`config.mk`:
```
export PLATFORM = sky130hd
export DESIGN_NAME = mc_ctrl_flat
export DESIGN_NICKNAME = d
export VERILOG_FILES = /design/src/rtl/mc_pkg.sv /design/src/rtl/mc_if.sv /design/src/rtl/mc_alu_dec.sv /design/src/rtl/mc_ctrl.sv /design/src/flat_wrapper.sv
export SDC_FILE = /design/constraint.sdc
export NUM_CORES = 1
export LEC_CHECK = 0
export BUFFER_PORTS_ARGS = -buffer_cell sky130_fd_sc_hd__buf_2
export CORE_MARGIN = 5
export CORE_UTILIZATION = 52
export DETAILED_ROUTE_END_ITERATION = 6
export MAX_ROUTING_LAYER = met4
export PLACE_DENSITY = 0.84
export SYNTH_ARGS = -nofsm -noshare
export SYNTH_HDL_FRONTEND = slang
export SYNTH_SLANG_ARGS = --single-unit
export TNS_END_PERCENT = 100
```
`constraint.sdc`:
```
create_clock -name clk -period 4.2 [get_ports clk]
set_input_delay 1.05 -clock clk [delete_from_list [all_inputs] [get_ports clk]]
set_output_delay 1.05 -clock clk [all_outputs]
set_load 0.01 [all_outputs]
```
`src/rtl/mc_pkg.sv`:
```
// ---------------------------------------------------------------------------
// mc_pkg : shared types and encodings for the multi-cycle MIPS control FSM
// Rev 1.0
// ---------------------------------------------------------------------------
`default_nettype none

package mc_pkg;

  typedef enum logic [3:0] {
    S_FETCH  = 4'd0,
    S_DECODE = 4'd1,
    S_MEMADR = 4'd2,
    S_MEMRD  = 4'd3,
    S_MEMWB  = 4'd4,
    S_MEMWR  = 4'd5,
    S_EXEC   = 4'd6,
    S_ALUWB  = 4'd7,
    S_BRANCH = 4'd8,
    S_ADDIEX = 4'd9,
    S_ADDIWB = 4'd10,
    S_JUMP   = 4'd11,
    S_HALT   = 4'd12
  } state_t;

  localparam logic [5:0] OP_RTYPE = 6'h00;
  localparam logic [5:0] OP_LW    = 6'h23;
  localparam logic [5:0] OP_SW    = 6'h2B;
  localparam logic [5:0] OP_BEQ   = 6'h04;
  localparam logic [5:0] OP_ADDI  = 6'h08;
  localparam logic [5:0] OP_J     = 6'h02;

  localparam logic [5:0] FN_ADD = 6'h20;
  localparam logic [5:0] FN_SUB = 6'h22;
  localparam logic [5:0] FN_AND = 6'h24;
  localparam logic [5:0] FN_OR  = 6'h25;
  localparam logic [5:0] FN_SLT = 6'h2A;

  localparam logic [2:0] ALU_ADD = 3'b000;
  localparam logic [2:0] ALU_SUB = 3'b001;
  localparam logic [2:0] ALU_AND = 3'b010;
  localparam logic [2:0] ALU_OR  = 3'b011;
  localparam logic [2:0] ALU_SLT = 3'b100;

  localparam logic [1:0] PC_ALU    = 2'b00;
  localparam logic [1:0] PC_ALUOUT = 2'b01;
  localparam logic [1:0] PC_JUMP   = 2'b10;

  localparam logic [1:0] SRCB_REGB  = 2'b00;
  localparam logic [1:0] SRCB_FOUR  = 2'b01;
  localparam logic [1:0] SRCB_IMM   = 2'b10;
  localparam logic [1:0] SRCB_IMMSH = 2'b11;

endpackage

`default_nettype wire

```
`src/rtl/mc_if.sv`:
```
// ---------------------------------------------------------------------------
// mc_if : instruction fields in, datapath enables/selects out
// Rev 1.0
// ---------------------------------------------------------------------------
`default_nettype none

interface mc_if;
  logic [5:0] opcode;
  logic [5:0] funct;
  logic       zero;
  logic       pc_we;
  logic [1:0] pc_src;
  logic       iord;
  logic       mem_we;
  logic       ir_we;
  logic       reg_dst;
  logic       mem_to_reg;
  logic       reg_we;
  logic       alu_src_a;
  logic [1:0] alu_src_b;
  logic [2:0] alu_op;
  logic       halted;

  modport master (
    input  opcode, funct, zero,
    output pc_we, pc_src, iord, mem_we, ir_we, reg_dst, mem_to_reg,
           reg_we, alu_src_a, alu_src_b, alu_op, halted
  );

  modport slave (
    output opcode, funct, zero,
    input  pc_we, pc_src, iord, mem_we, ir_we, reg_dst, mem_to_reg,
           reg_we, alu_src_a, alu_src_b, alu_op, halted
  );
endinterface

`default_nettype wire

```
`src/rtl/mc_alu_dec.sv`:
```
// ---------------------------------------------------------------------------
// mc_alu_dec : R-type funct to ALU operation, flags unsupported functs
// Rev 1.0
// ---------------------------------------------------------------------------
`default_nettype none

module mc_alu_dec
  import mc_pkg::*;
(
  input  logic [5:0] funct,
  output logic [2:0] alu_op,
  output logic       legal
);

  always_comb begin
    alu_op = ALU_ADD;
    legal  = 1'b1;
    case (funct)
      FN_ADD:  alu_op = ALU_ADD;
      FN_SUB:  alu_op = ALU_SUB;
      FN_AND:  alu_op = ALU_AND;
      FN_OR:   alu_op = ALU_OR;
      FN_SLT:  alu_op = ALU_SLT;
      default: legal  = 1'b0;
    endcase
  end

endmodule

`default_nettype wire

```
`src/rtl/mc_ctrl.sv`:
```
// ---------------------------------------------------------------------------
// mc_ctrl : multi-cycle MIPS control FSM with memory wait-state counter
// Rev 1.0
// ---------------------------------------------------------------------------
`default_nettype none

module mc_ctrl
  import mc_pkg::*;
#(
  parameter int MEM_LAT = 1,
  parameter int CNT_W   = 4
) (
  input  logic clk,
  input  logic rst_n,
  mc_if.master bus
);

  localparam logic [CNT_W-1:0] WAIT_LAST = CNT_W'(MEM_LAT - 1);

  state_t           state, state_nxt;
  logic [CNT_W-1:0] wcnt, wcnt_nxt;
  logic             wait_done;
  logic [2:0]       fn_alu_op;
  logic             fn_legal;

  mc_alu_dec u_alu_dec (
    .funct  (bus.funct),
    .alu_op (fn_alu_op),
    .legal  (fn_legal)
  );

  assign wait_done = (wcnt == WAIT_LAST);

  always_ff @(posedge clk) begin
    if (!rst_n) begin
      state <= S_FETCH;
      wcnt  <= '0;
    end else begin
      state <= state_nxt;
      wcnt  <= wcnt_nxt;
    end
  end

  // Outputs depend on state/wcnt only, except pc_we in BRANCH which follows zero.
  always_comb begin
    state_nxt      = state;
    wcnt_nxt       = '0;
    bus.pc_we      = 1'b0;
    bus.pc_src     = PC_ALU;
    bus.iord       = 1'b0;
    bus.mem_we     = 1'b0;
    bus.ir_we      = 1'b0;
    bus.reg_dst    = 1'b0;
    bus.mem_to_reg = 1'b0;
    bus.reg_we     = 1'b0;
    bus.alu_src_a  = 1'b0;
    bus.alu_src_b  = SRCB_REGB;
    bus.alu_op     = ALU_ADD;
    bus.halted     = 1'b0;

    case (state)
      S_FETCH: begin
        bus.alu_src_b = SRCB_FOUR;
        if (wait_done) begin
          bus.ir_we = 1'b1;
          bus.pc_we = 1'b1;
          state_nxt = S_DECODE;
        end else begin
          wcnt_nxt = wcnt + 1'b1;
        end
      end

      S_DECODE: begin
        bus.alu_src_b = SRCB_IMMSH;
        case (bus.opcode)
          OP_LW, OP_SW: state_nxt = S_MEMADR;
          OP_RTYPE:     state_nxt = fn_legal ? S_EXEC : S_HALT;
          OP_BEQ:       state_nxt = S_BRANCH;
          OP_ADDI:      state_nxt = S_ADDIEX;
          OP_J:         state_nxt = S_JUMP;
          default:      state_nxt = S_HALT;
        endcase
      end

      S_MEMADR: begin
        bus.alu_src_a = 1'b1;
        bus.alu_src_b = SRCB_IMM;
        state_nxt     = (bus.opcode == OP_LW) ? S_MEMRD : S_MEMWR;
      end

      S_MEMRD: begin
        bus.iord = 1'b1;
        if (wait_done) state_nxt = S_MEMWB;
        else           wcnt_nxt  = wcnt + 1'b1;
      end

      S_MEMWB: begin
        bus.reg_we     = 1'b1;
        bus.mem_to_reg = 1'b1;
        state_nxt      = S_FETCH;
      end

      S_MEMWR: begin
        bus.iord   = 1'b1;
        bus.mem_we = 1'b1;
        if (wait_done) state_nxt = S_FETCH;
        else           wcnt_nxt  = wcnt + 1'b1;
      end

      S_EXEC: begin
        bus.alu_src_a = 1'b1;
        bus.alu_op    = fn_alu_op;
        state_nxt     = S_ALUWB;
      end

      S_ALUWB: begin
        bus.reg_we  = 1'b1;
        bus.reg_dst = 1'b1;
        state_nxt   = S_FETCH;
      end

      S_BRANCH: begin
        bus.alu_src_a = 1'b1;
        bus.alu_op    = ALU_SUB;
        bus.pc_src    = PC_ALUOUT;
        bus.pc_we     = bus.zero;
        state_nxt     = S_FETCH;
      end

      S_ADDIEX: begin
        bus.alu_src_a = 1'b1;
        bus.alu_src_b = SRCB_IMM;
        state_nxt     = S_ADDIWB;
      end

      S_ADDIWB: begin
        bus.reg_we = 1'b1;
        state_nxt  = S_FETCH;
      end

      S_JUMP: begin
        bus.pc_we  = 1'b1;
        bus.pc_src = PC_JUMP;
        state_nxt  = S_FETCH;
      end

      S_HALT: begin
        bus.halted = 1'b1;
        state_nxt  = S_HALT;
      end

      default: state_nxt = S_FETCH;
    endcase
  end

endmodule

`default_nettype wire

```
`src/flat_wrapper.sv`:
```
// flat-port wrapper written by rule: the top's interface ports become plain ports
module mc_ctrl_flat import mc_pkg::*;
#(
  parameter int MEM_LAT = 1,
  parameter int CNT_W   = 4
)
  (clk, rst_n, bus_opcode, bus_funct, bus_zero, bus_pc_we, bus_pc_src, bus_iord, bus_mem_we, bus_ir_we, bus_reg_dst, bus_mem_to_reg, bus_reg_we, bus_alu_src_a, bus_alu_src_b, bus_alu_op, bus_halted);
  mc_if bus_i ();
  input  logic clk;
  input  logic rst_n;
  input wire logic [$bits(bus_i.opcode)-1:0] bus_opcode;
  input wire logic [$bits(bus_i.funct)-1:0] bus_funct;
  input wire logic [$bits(bus_i.zero)-1:0] bus_zero;
  output wire logic [$bits(bus_i.pc_we)-1:0] bus_pc_we;
  output wire logic [$bits(bus_i.pc_src)-1:0] bus_pc_src;
  output wire logic [$bits(bus_i.iord)-1:0] bus_iord;
  output wire logic [$bits(bus_i.mem_we)-1:0] bus_mem_we;
  output wire logic [$bits(bus_i.ir_we)-1:0] bus_ir_we;
  output wire logic [$bits(bus_i.reg_dst)-1:0] bus_reg_dst;
  output wire logic [$bits(bus_i.mem_to_reg)-1:0] bus_mem_to_reg;
  output wire logic [$bits(bus_i.reg_we)-1:0] bus_reg_we;
  output wire logic [$bits(bus_i.alu_src_a)-1:0] bus_alu_src_a;
  output wire logic [$bits(bus_i.alu_src_b)-1:0] bus_alu_src_b;
  output wire logic [$bits(bus_i.alu_op)-1:0] bus_alu_op;
  output wire logic [$bits(bus_i.halted)-1:0] bus_halted;
  assign bus_i.opcode = bus_opcode;
  assign bus_i.funct = bus_funct;
  assign bus_i.zero = bus_zero;
  assign bus_pc_we = bus_i.pc_we;
  assign bus_pc_src = bus_i.pc_src;
  assign bus_iord = bus_i.iord;
  assign bus_mem_we = bus_i.mem_we;
  assign bus_ir_we = bus_i.ir_we;
  assign bus_reg_dst = bus_i.reg_dst;
  assign bus_mem_to_reg = bus_i.mem_to_reg;
  assign bus_reg_we = bus_i.reg_we;
  assign bus_alu_src_a = bus_i.alu_src_a;
  assign bus_alu_src_b = bus_i.alu_src_b;
  assign bus_alu_op = bus_i.alu_op;
  assign bus_halted = bus_i.halted;
  mc_ctrl #(.MEM_LAT(MEM_LAT), .CNT_W(CNT_W)) u_core (.clk(clk), .rst_n(rst_n), .bus(bus_i));
endmodule
```
==> impl_metrics.toml, run 1 <==
[run_status]
outcome = "finished, final reports clean"

[yosys]
synth_cell_types = 44
synth_top_family_by_area = "simple AND/OR/NAND/NOR gates"
synth_compound_area_share_pct = 23.42
synth_fa_ha_area_share_pct = 3.003
postSynthAreaPerCell_um2 = 7.645
synthFlopType = "dfxtp_1"
ys_ff_latch = 8
synth_area_um2 = 833.3
synth.mux.area_fraction_pct = 2.402
synthSimpleGateAreaFrac_pct = 38.14
synth_fp_nets = 126
synth-edff-count = 0
ys_async_sr_fraction_pct = 0
synth-xor-area-share_pct = 4.204
synthCells = 109
synth-seq-area-share_pct = 19.22
yosysWarnings = 0

[setup_path]
crit_path_cell_trace = "buf_2, or4b_4, nor4_2, buf_2"
timing.rr.end = "u_core.state[1]$_SDFFE_PN0P_"
r2r_slack_ns = 2.36
worstSetupEndpointType = "output pin"
crit_path_max_fanout = 3
crit_path_max_incr_delay_ns = 0.55
arrival_ns = 2.12
cp_slowest_cell = "or4b_4"
start_kind = "input port"
crit_top_cell = "buf_2"
ff2ff_path_depth = 4
rr_startpoint = "u_core.state[2]$_SDFFE_PN0P_"
required_ns = 3.15
crit_type = "input port to output pin"

[timing]
fin_tns_setup_ns = 0
finalHoldWorstSlack_ns = 0.4654
fin_crit_ns = 3.169
worst_pin_slew_ns = 0.6496
setup_viol = 0
finalClockSkew_ns = 0.001579
grt_setup_unrepaired = "no"
period_share_pct = 75.46
fmax_mhz = 315.5
hold_viol = 0
drv_slew = 0
slew-limit-headroom_pct = 56.63

[global_routing]
grt_pass1_wl_um = 3436
grt_max_degree = 19
overflow = 0
grt_antenna_before_repair = 0
grt_pass1_vias = 792
grt.total_usage_pct = 16.92

[route]
num_vias = 881
drc_errors = 0
dr_wl_met2_um = 1035
wl_um = 2006
met1_length_um = 842
top_layer = "met4"
dr.pass1.iters = 4
drtIter0Drc = 19
wl_met3_um = 117
vias_per_cell = 5.834
wire_per_inst_um = 13.28
ant_nets = 0

[clocking]
cts_resized = 0
clkTransAtPathRegs_ns = 0.05
tritoncts = "done"
clock_latency_ns = 0.24
clock-sinks = 8
cts_max_level = 1
numCtsBuffers = 3
post_cts_buffers = 0
clock_path_buffers = 2
cts-hold-fix-buffers = 0
cts_root_buf = "clkbuf_4"

[die]
io_pins = 31
dieHeight_um = 50.03
fp-row-count = 14
core-area_um2 = 1506
start_util_pct = 55.32
fp.dieW_um = 50.03
dieArea_um2 = 2503

[finish]
final_nets = 154
regArea_um2 = 160.2
drive_gt1_share_pct = 30.37
diodes = 0
fillers = 146
area_delta_synth_final_pct = 16.67
multi_input_area_um2 = 593.1

[min_path]
min_from = "u_core.wcnt[0]$_SDFF_PP0_"
whs_endpoint = "u_core.wcnt[0]$_SDFF_PP0_"
hold_class = "flop to flop"
hold_depth = 1

[power_and_ir_drop]
power_density_nw_per_um2 = 479.4
irDropWorstVdd_v = 0.0003731
power_leakage_nw = 0.4295

[placed_design]
dp_hpwl_um = 1607
place.gp.congestion = 0.8565
port_buffers = 30

[flow_run]
cap_viol_max_count = 0
stage by stage:
| stage | std cells | setup slack (ns) | area (um2) | util [%] | total power, mW |
|---|---|---|---|---|---|
| floorplan | 109 | 1.237 | 833.3 | - | 0.3404 |
| CTS | 151 | 1.043 | 972.2 | 64.53 | 0.4683 |
| finish | 151 | 1.031 | 972.2 | 64.53 | 0.4660 |
| detailed placement | 148 | 1.043 | 949.7 | 63.04 | 0.4121 |
| global route | 151 | 0.9485 | 972.2 | 64.53 | 0.5106 |
| global placement | 148 | 1.084 | 949.7 | 63.04 | 0.4050 |
cells by family (layout without fill, tap and decap cells):
| logic type | Yosys count | count (layout) |
|---|---|---|
| flip-flops | 8 | 8 |
| multiplexers | 2 | 2 |
| adder cells (fa/ha/maj) | 2 | 2 |
| buffers and inverters | 14 | 40 |
| XOR/XNOR | 4 | 4 |
| AO/OA/AOI/OAI | 27 | 27 |
| AND/OR/NAND/NOR | 52 | 52 |
area by class of cell:
class / count / area share, %
clock buffers: 3 / 2.317
flip-flops and latches: 8 / 16.47
multi-input cells: 87 / 61.00
well taps: 16 / 2.059
repair buffers: 30 / 15.44
inverters: 7 / 2.703
registers in the layout (all words and copies together) (netlist names):
name,flops
u_core.wcnt,4
u_core.state,4
cells in the final DEF, fill, tap and decap left out, types with 2 or more instances in the layout:
cell type / n
a21o_1: 3
a21oi_1: 6
buf_2: 30
clkbuf_4: 3
dfxtp_1: 8
ha_1: 2
inv_1: 7
mux2i_1: 2
nand2_1: 4
nand2b_1: 2
nand2b_4: 2
nand3_1: 3
nor2_1: 18
nor2b_1: 3
nor3_1: 4
nor4_1: 2
nor4_2: 2
o21ai_0: 2
o221ai_1: 2
o22ai_1: 4
xnor2_1: 2
xor2_1: 2
routing by layer:
| layer | GRT usage (%) | vias up |
|---|---|---|
| met5 | - | - |
| met4 | 2.620 | 0 |
| met3 | 2.108 | 2 |
| met2 | 28.66 | 27 |
| met1 | 21.54 | 396 |
| li1 | - | 456 |
where the power goes:
part | total (mW) | internal (mW) | switching, mW
logic | 0.270 | 0.126 | 0.144
clock network | 0.0541 | 0.0324 | 0.0218
registers | 0.142 | 0.0899 | 0.0520
synth_stat cells (all sizes together), types with 3 or more instances:
master   n  area (um2)
a21o     3       22.52
inv      7       26.28
nor3     4       20.02
dfxtp    8       160.2
nand2b   4       40.04
o22ai    4       25.02
nor2    18       67.56
buf      7       53.80
nor4     4       37.53
nand3    3       15.01
a21oi    6       30.03
nand2    4       15.01
nor2b    3       18.77
worst max path at each step:
| stage | to | cells past startpoint | start | slack, ns |
|---|---|---|---|---|
| after floorplan | bus_alu_op[1] | 2 | bus_funct[4] | 1.24 |
| after global placement | bus_alu_op[1] | 4 | bus_funct[4] | 1.08 |
| after detailed placement | bus_alu_op[2] | 4 | bus_funct[4] | 1.04 |
| final | bus_alu_op[2] | 4 | bus_funct[4] | 1.03 |
| after global routing | bus_alu_op[2] | 4 | u_core.state[2]$_SDFFE_PN0P_ | 0.95 |
| after CTS | bus_alu_op[2] | 4 | bus_funct[4] | 1.04 |
worst max-delay path: cells and delay by family:
kind | cells | cell delay [ns]
AND/OR/NAND/NOR | 2 | 0.78
buffers and inverters | 2 | 0.29
Note: power is estimated with default switching activity, not from simulation.
==> run 2, diff against run 1 <==
--- a/config.mk
+++ b/config.mk
@@ -7,10 +7,10 @@
 export LEC_CHECK = 0
 export BUFFER_PORTS_ARGS = -buffer_cell sky130_fd_sc_hd__buf_2
 export CORE_MARGIN = 5
-export CORE_UTILIZATION = 52
+export CORE_UTILIZATION = 43
 export DETAILED_ROUTE_END_ITERATION = 6
 export MAX_ROUTING_LAYER = met4
-export PLACE_DENSITY = 0.84
+export PLACE_DENSITY = 0.74
 export SYNTH_ARGS = -nofsm -noshare
 export SYNTH_HDL_FRONTEND = slang
 export SYNTH_SLANG_ARGS = --single-unit
==> constraint.sdc (replaced) <==
create_clock -name clk -period 2.9 [get_ports clk]
set_input_delay 0.725 -clock clk [delete_from_list [all_inputs] [get_ports clk]]
set_output_delay 0.725 -clock clk [all_outputs]
set_load 0.01 [all_outputs]
==> impl_metrics.toml, run 2 (same netlist as run 1, synthesis figures left out) <==
[run_status]
outcome = "finished, final reports clean"

[setup_path]
worstSetupEndpointType = "output pin"
arrival_ns = 1.90
worstSetupStartpoint = "u_core.state[0]$_SDFFE_PN0P_"
crit_type = "flop to output pin"
required_ns = 2.17
start_kind = "flop"
crit_path_max_fanout = 15
rr_startpoint = "u_core.state[0]$_SDFFE_PN0P_"

[die]
dieArea_um2 = 2918
fp.dieW_um = 54.02
start_util_pct = 43.82
dieHeight_um = 54.02
core-area_um2 = 1902
io_pins = 31
fp-row-count = 16

[timing]
hold_viol = 0
setup_viol = 0
finalClockSkew_ns = 0.005425
fmax_mhz = 380.7
period_share_pct = 90.58
worst_pin_slew_ns = 0.4831
grt_setup_unrepaired = "no"
fin_crit_ns = 2.627
slew-limit-headroom_pct = 67.75
fin_tns_setup_ns = 0
drv_slew = 0

[route]
dr.pass1.iters = 4
wl_um = 2097
wire_per_inst_um = 12.87
ant_nets = 0
vias_per_cell = 5.558
drc_errors = 0
num_vias = 906
drtIter0Drc = 24

[finish]
fillers = 187
final_core_util_pct = 52.24
multi_input_area_um2 = 593.1
instances_no_fill = 163
reg_top3 = "u_core.state x4, u_core.wcnt x4"
final_cell_area_um2 = 993.5
diodes = 0
final_nets = 155
final_cell_mix = "buf_2, nor2_1, dfxtp_1"
layout_commonest_cell = "buf_2"
regArea_um2 = 160.2
area_delta_synth_final_pct = 19.22
drive_gt1_share_pct = 30.88

[clocking]
clock-sinks = 8
clock_latency_ns = 0.25
cts_root_buf = "clkbuf_4"
clkTransAtPathRegs_ns = 0.05
cts-hold-fix-buffers = 0
post_cts_buffers = 0
tritoncts = "done"
numCtsBuffers = 3
cts_max_level = 1
clock_path_buffers = 2
cts_resized = 0

[global_routing]
grt_antenna_before_repair = 0
grt_max_degree = 16
grt_pass1_vias = 804
overflow = 0
grt_pass1_wl_um = 3360
grt.total_usage_pct = 15.55

[min_path]
hold_class = "flop to flop"
min_from = "u_core.wcnt[0]$_SDFF_PP0_"

[power_and_ir_drop]
power_density_nw_per_um2 = 695.1
irDropWorstVdd_v = 0.0005324
power_leakage_nw = 0.4348

[placed_design]
placed_cell_area_um2 = 970.9
place_inst = 160
place.gp.congestion = 0.8786
port_buffers = 30
dp_hpwl_um = 1639

[flow_run]
cap_viol_max_count = 0
==> run 2: changes by cell type in the layout (fill, tap and decap cells not counted), sizes merged <==
cell,previous run,this run
buf,30,31
==> run 2: path summary, 6_finish.rpt <==
| check | cells past startpoint | end | slack (ns) |
|---|---|---|---|
| worst max-delay path | 4 | bus_alu_op[1] | 0.27 |
| worst min-delay path | 1 | u_core.wcnt[0]$_SDFF_PP0_ | 0.46 |
| worst max register to register | 4 | u_core.state[0]$_SDFFE_PN0P_ | 1.20 |
| worst min register to register | 1 | u_core.wcnt[0]$_SDFF_PP0_ | 0.46 |
==> run 2: report_power, final <==
group / internal (mW) / switching (mW)
combinational: 0.190 / 0.225
sequential: 0.130 / 0.0627
clock: 0.0472 / 0.0356
total: 0.367 / 0.323
==> run 2: through the flow <==
stage	worst slack (ns)	hold WS (ns)	power, mW
2_1_floorplan	0.5868	0.4297	0.4931
3_3_place_gp	0.4301	0.4433	0.6004
3_5_place_dp	0.3760	0.4599	0.6070
4_1_cts	0.2629	0.4707	0.6905
5_1_grt	0.1877	0.4983	0.7496
6_report	0.2732	0.4648	0.6905
==> run 2: routing by layer <==
layer	GRT usage, %	routed length [um]
met4	4.149	0
met3	3.601	146
met2	27.22	1074
met5	-	0
met1	17.66	876
==> run 2: final cells by class <==
cell class                 count  area share [%]
clock buffer                   3           2.267
inverter                       7           2.645
multi-input combinational     87           59.70
sequential                     8           16.12
tap                           27           3.401
timing repair buffer          31           15.87
==> run 2: critical path, stage by stage, from the launching register on <==
cell	delay [ns]
dfxtp_1	0.45
nand2b_4	0.24
or4b_4	0.55
nor4b_2	0.24
buf_2	0.17
==> run 3, diff against run 2 <==
--- a/config.mk
+++ b/config.mk
@@ -7,11 +7,12 @@
 export LEC_CHECK = 0
 export BUFFER_PORTS_ARGS = -buffer_cell sky130_fd_sc_hd__buf_2
 export CORE_MARGIN = 5
-export CORE_UTILIZATION = 43
+export CORE_UTILIZATION = 44
 export DETAILED_ROUTE_END_ITERATION = 6
 export MAX_ROUTING_LAYER = met4
-export PLACE_DENSITY = 0.74
+export PLACE_DENSITY = 0.75
 export SYNTH_ARGS = -nofsm -noshare
 export SYNTH_HDL_FRONTEND = slang
+export SYNTH_HIERARCHICAL = 1
 export SYNTH_SLANG_ARGS = --single-unit
 export TNS_END_PERCENT = 100
==> impl_metrics.toml, run 3 <==
[yosys]
yosysTopAreaCellShare_pct = 18.23
postSynthAreaPerCell_um2 = 7.200
synth_top_cell_by_area = "dfxtp_1"
synth_fp_nets = 139
synth-seq-area-share_pct = 18.23
synth.most_common_cell = "nor2_1"
synth_cell_types = 40
yosysWarnings = 6
netlist_top_cells_count = "nor2_1, nor3_1, dfxtp_1"
synth-edff-count = 0
ys_ff_latch = 8
synth_area_leaders = "dfxtp_1, nor2_1, nor3_1"
synthFlopType = "dfxtp_1"
synthCells = 122
synth_area_um2 = 878.3
ys_async_sr_fraction_pct = 0

[finish]
regArea_um2 = 160.2
layout_commonest_cell = "buf_2"
drive_gt1_share_pct = 27.70
final_nets = 167
multi_input_area_um2 = 653.1
diodes = 0
fillers = 209
reg_top3 = "u_core/state x4, u_core/wcnt x4"
final_cell_mix = "buf_2, nor2_1, nor3_1"
area_delta_synth_final_pct = 19.94

[global_routing]
grt.total_usage_pct = 16.11
grt_pass1_vias = 822
grt_max_degree = 18
overflow = 0
grt_pass1_wl_um = 3498
grt_antenna_before_repair = 0

[setup_path]
start_kind = "flop"
timing.rr.end = "u_core/state[2]$_SDFFE_PN0P_"
ff2ff_path_depth = 6
required_ns = 2.17
rr_startpoint = "u_core/wcnt[0]$_SDFF_PP0_"
arrival_ns = 1.83
crit_end = "bus_pc_we"
worstSetupEndpointType = "output pin"
worstSetupStartpoint = "u_core/wcnt[0]$_SDFF_PP0_"
r2r_slack_ns = 1.14
crit_path_max_fanout = 7
crit_type = "flop to output pin"

[power_and_ir_drop]
p_int_uw = 380.0
comb_power_share_pct = 60.3
p_switching_uw = 341.1
total_power_uw = 721.1
power_leakage_nw = 0.4591
power_density_nw_per_um2 = 684.5
p_sw_share_pct = 47.30
p_clk_share_pct = 11.6
irDropWorstVdd_v = 0.0005254
pwr-share-seq_pct = 28.1

[route]
ant_nets = 0
drc_errors = 0
vias_per_cell = 5.497
wl_um = 2193
drtIter0Drc = 35
wire_per_inst_um = 12.53
dr.pass1.iters = 4
num_vias = 962

[clocking]
tritoncts = "done"
cts_resized = 0
clkTransAtPathRegs_ns = 0.05
clock_latency_ns = 0.25
cts_max_level = 1
post_cts_buffers = 0
clock-sinks = 8
cts_root_buf = "clkbuf_4"
clock_path_buffers = 2
numCtsBuffers = 3
cts-hold-fix-buffers = 0

[timing]
fmax_mhz = 391.9
grt_setup_unrepaired = "no"
finalClockSkew_ns = 0.006351
slew-limit-headroom_pct = 63.33
fin_crit_ns = 2.552
drv_slew = 0
finalHoldWorstSlack_ns = 0.4691
period_share_pct = 87.99
fin_tns_setup_ns = 0
setup_viol = 0
layout_setup_ws_ns = 0.3482
worst_pin_slew_ns = 0.5493
hold_viol = 0

[run_status]
outcome = "finished, final reports clean"

[die]
fp.dieW_um = 54.68
start_util_pct = 45.23
core-area_um2 = 1942
dieArea_um2 = 2990
io_pins = 31
dieHeight_um = 54.68
fp-row-count = 16

[min_path]
hold_class = "flop to flop"
min_from = "u_core/wcnt[0]$_SDFF_PP0_"

[placed_design]
place.gp.congestion = 0.8657
port_buffers = 30
dp_hpwl_um = 1679
post-place-ws_ns = 0.3528

[flow_run]
cap_viol_max_count = 0
## run 3: cell count changes in the layout (fill, tap and decap cells not counted), sizes merged, moves of 2 or more
cell | previous run | this run
nor4b | 2 | 6
nand2b | 4 | 6
a21o | 3 | 0
inv | 7 | 5
o22ai | 4 | 6
nor3 | 4 | 11
a21oi | 6 | 2
nor4 | 4 | 0
a31oi | 0 | 2
o21ai | 2 | 5
## run 3: logic make-up after synthesis
kind of cell,after synthesis,share of synthesized area [%]
AOI/OAI and AO/OA,27,22.65
xor gates and xnor gates,5,4.987
adders and majority gates,2,2.849
buffers and inverters,14,7.407
DFF,8,18.23
muxes,2,2.422
and+or+nand+nor,64,41.45
## run 3: cell type report
cell class                      count  area share (%)
Sequential cell                     8           15.20
Clock buffer                        3           2.138
Tap cell                           27           3.207
Timing Repair Buffer               32           15.68
Multi-Input combinational cell    100           62.00
Inverter                            5           1.781
## run 3: worst min-delay path by stage
stage / end / slack [ns] / cells after the start
floorplan: u_core/wcnt[0]$_SDFF_PP0_ / 0.43 / 1
global placement: u_core/wcnt[0]$_SDFF_PP0_ / 0.45 / 1
detailed placement: u_core/wcnt[0]$_SDFF_PP0_ / 0.46 / 1
CTS: u_core/wcnt[0]$_SDFF_PP0_ / 0.47 / 1
global route: u_core/wcnt[0]$_SDFF_PP0_ / 0.52 / 1
finish: u_core/wcnt[0]$_SDFF_PP0_ / 0.47 / 1
## run 3: layer usage
| layer | vias to the layer above | share of wire (%) | global-route usage, % |
|---|---|---|---|
| met1 | 428 | 46 | 18.99 |
| met3 | 0 | 7.6 | 3.542 |
| met4 | 0 | 0 | 2.490 |
| met5 | - | 0 | - |
| li1 | 505 | - | - |
| met2 | 29 | 46 | 28.15 |
## run 3: critical path, stage by stage (launching register included)
cell,delay (ns)
dfxtp_1,0.33
inv_1,0.07
ha_1,0.14
or3b_1,0.49
nor4b_2,0.30
a211o_1,0.13
buf_2,0.12
## run 3: power groups by stage
| stage | clock network (mW) | logic (mW) | registers [mW] |
|---|---|---|---|
| after floorplan | 0 | 0.364 | 0.140 |
| after global placement | 0 | 0.430 | 0.202 |
| after detailed placement | 0 | 0.433 | 0.203 |
| after CTS | 0.0886 | 0.436 | 0.200 |
| after global routing | 0.0963 | 0.486 | 0.209 |
| final | 0.0834 | 0.435 | 0.203 |
## run 3: stage by stage
stage               area [um2]  utilization [%]  std cells
floorplan                878.3                -        122
global placement          1031            53.09        172
detailed placement        1031            53.09        172
CTS                       1054            54.25        175
global route              1054            54.25        175
finish                    1054            54.25        175
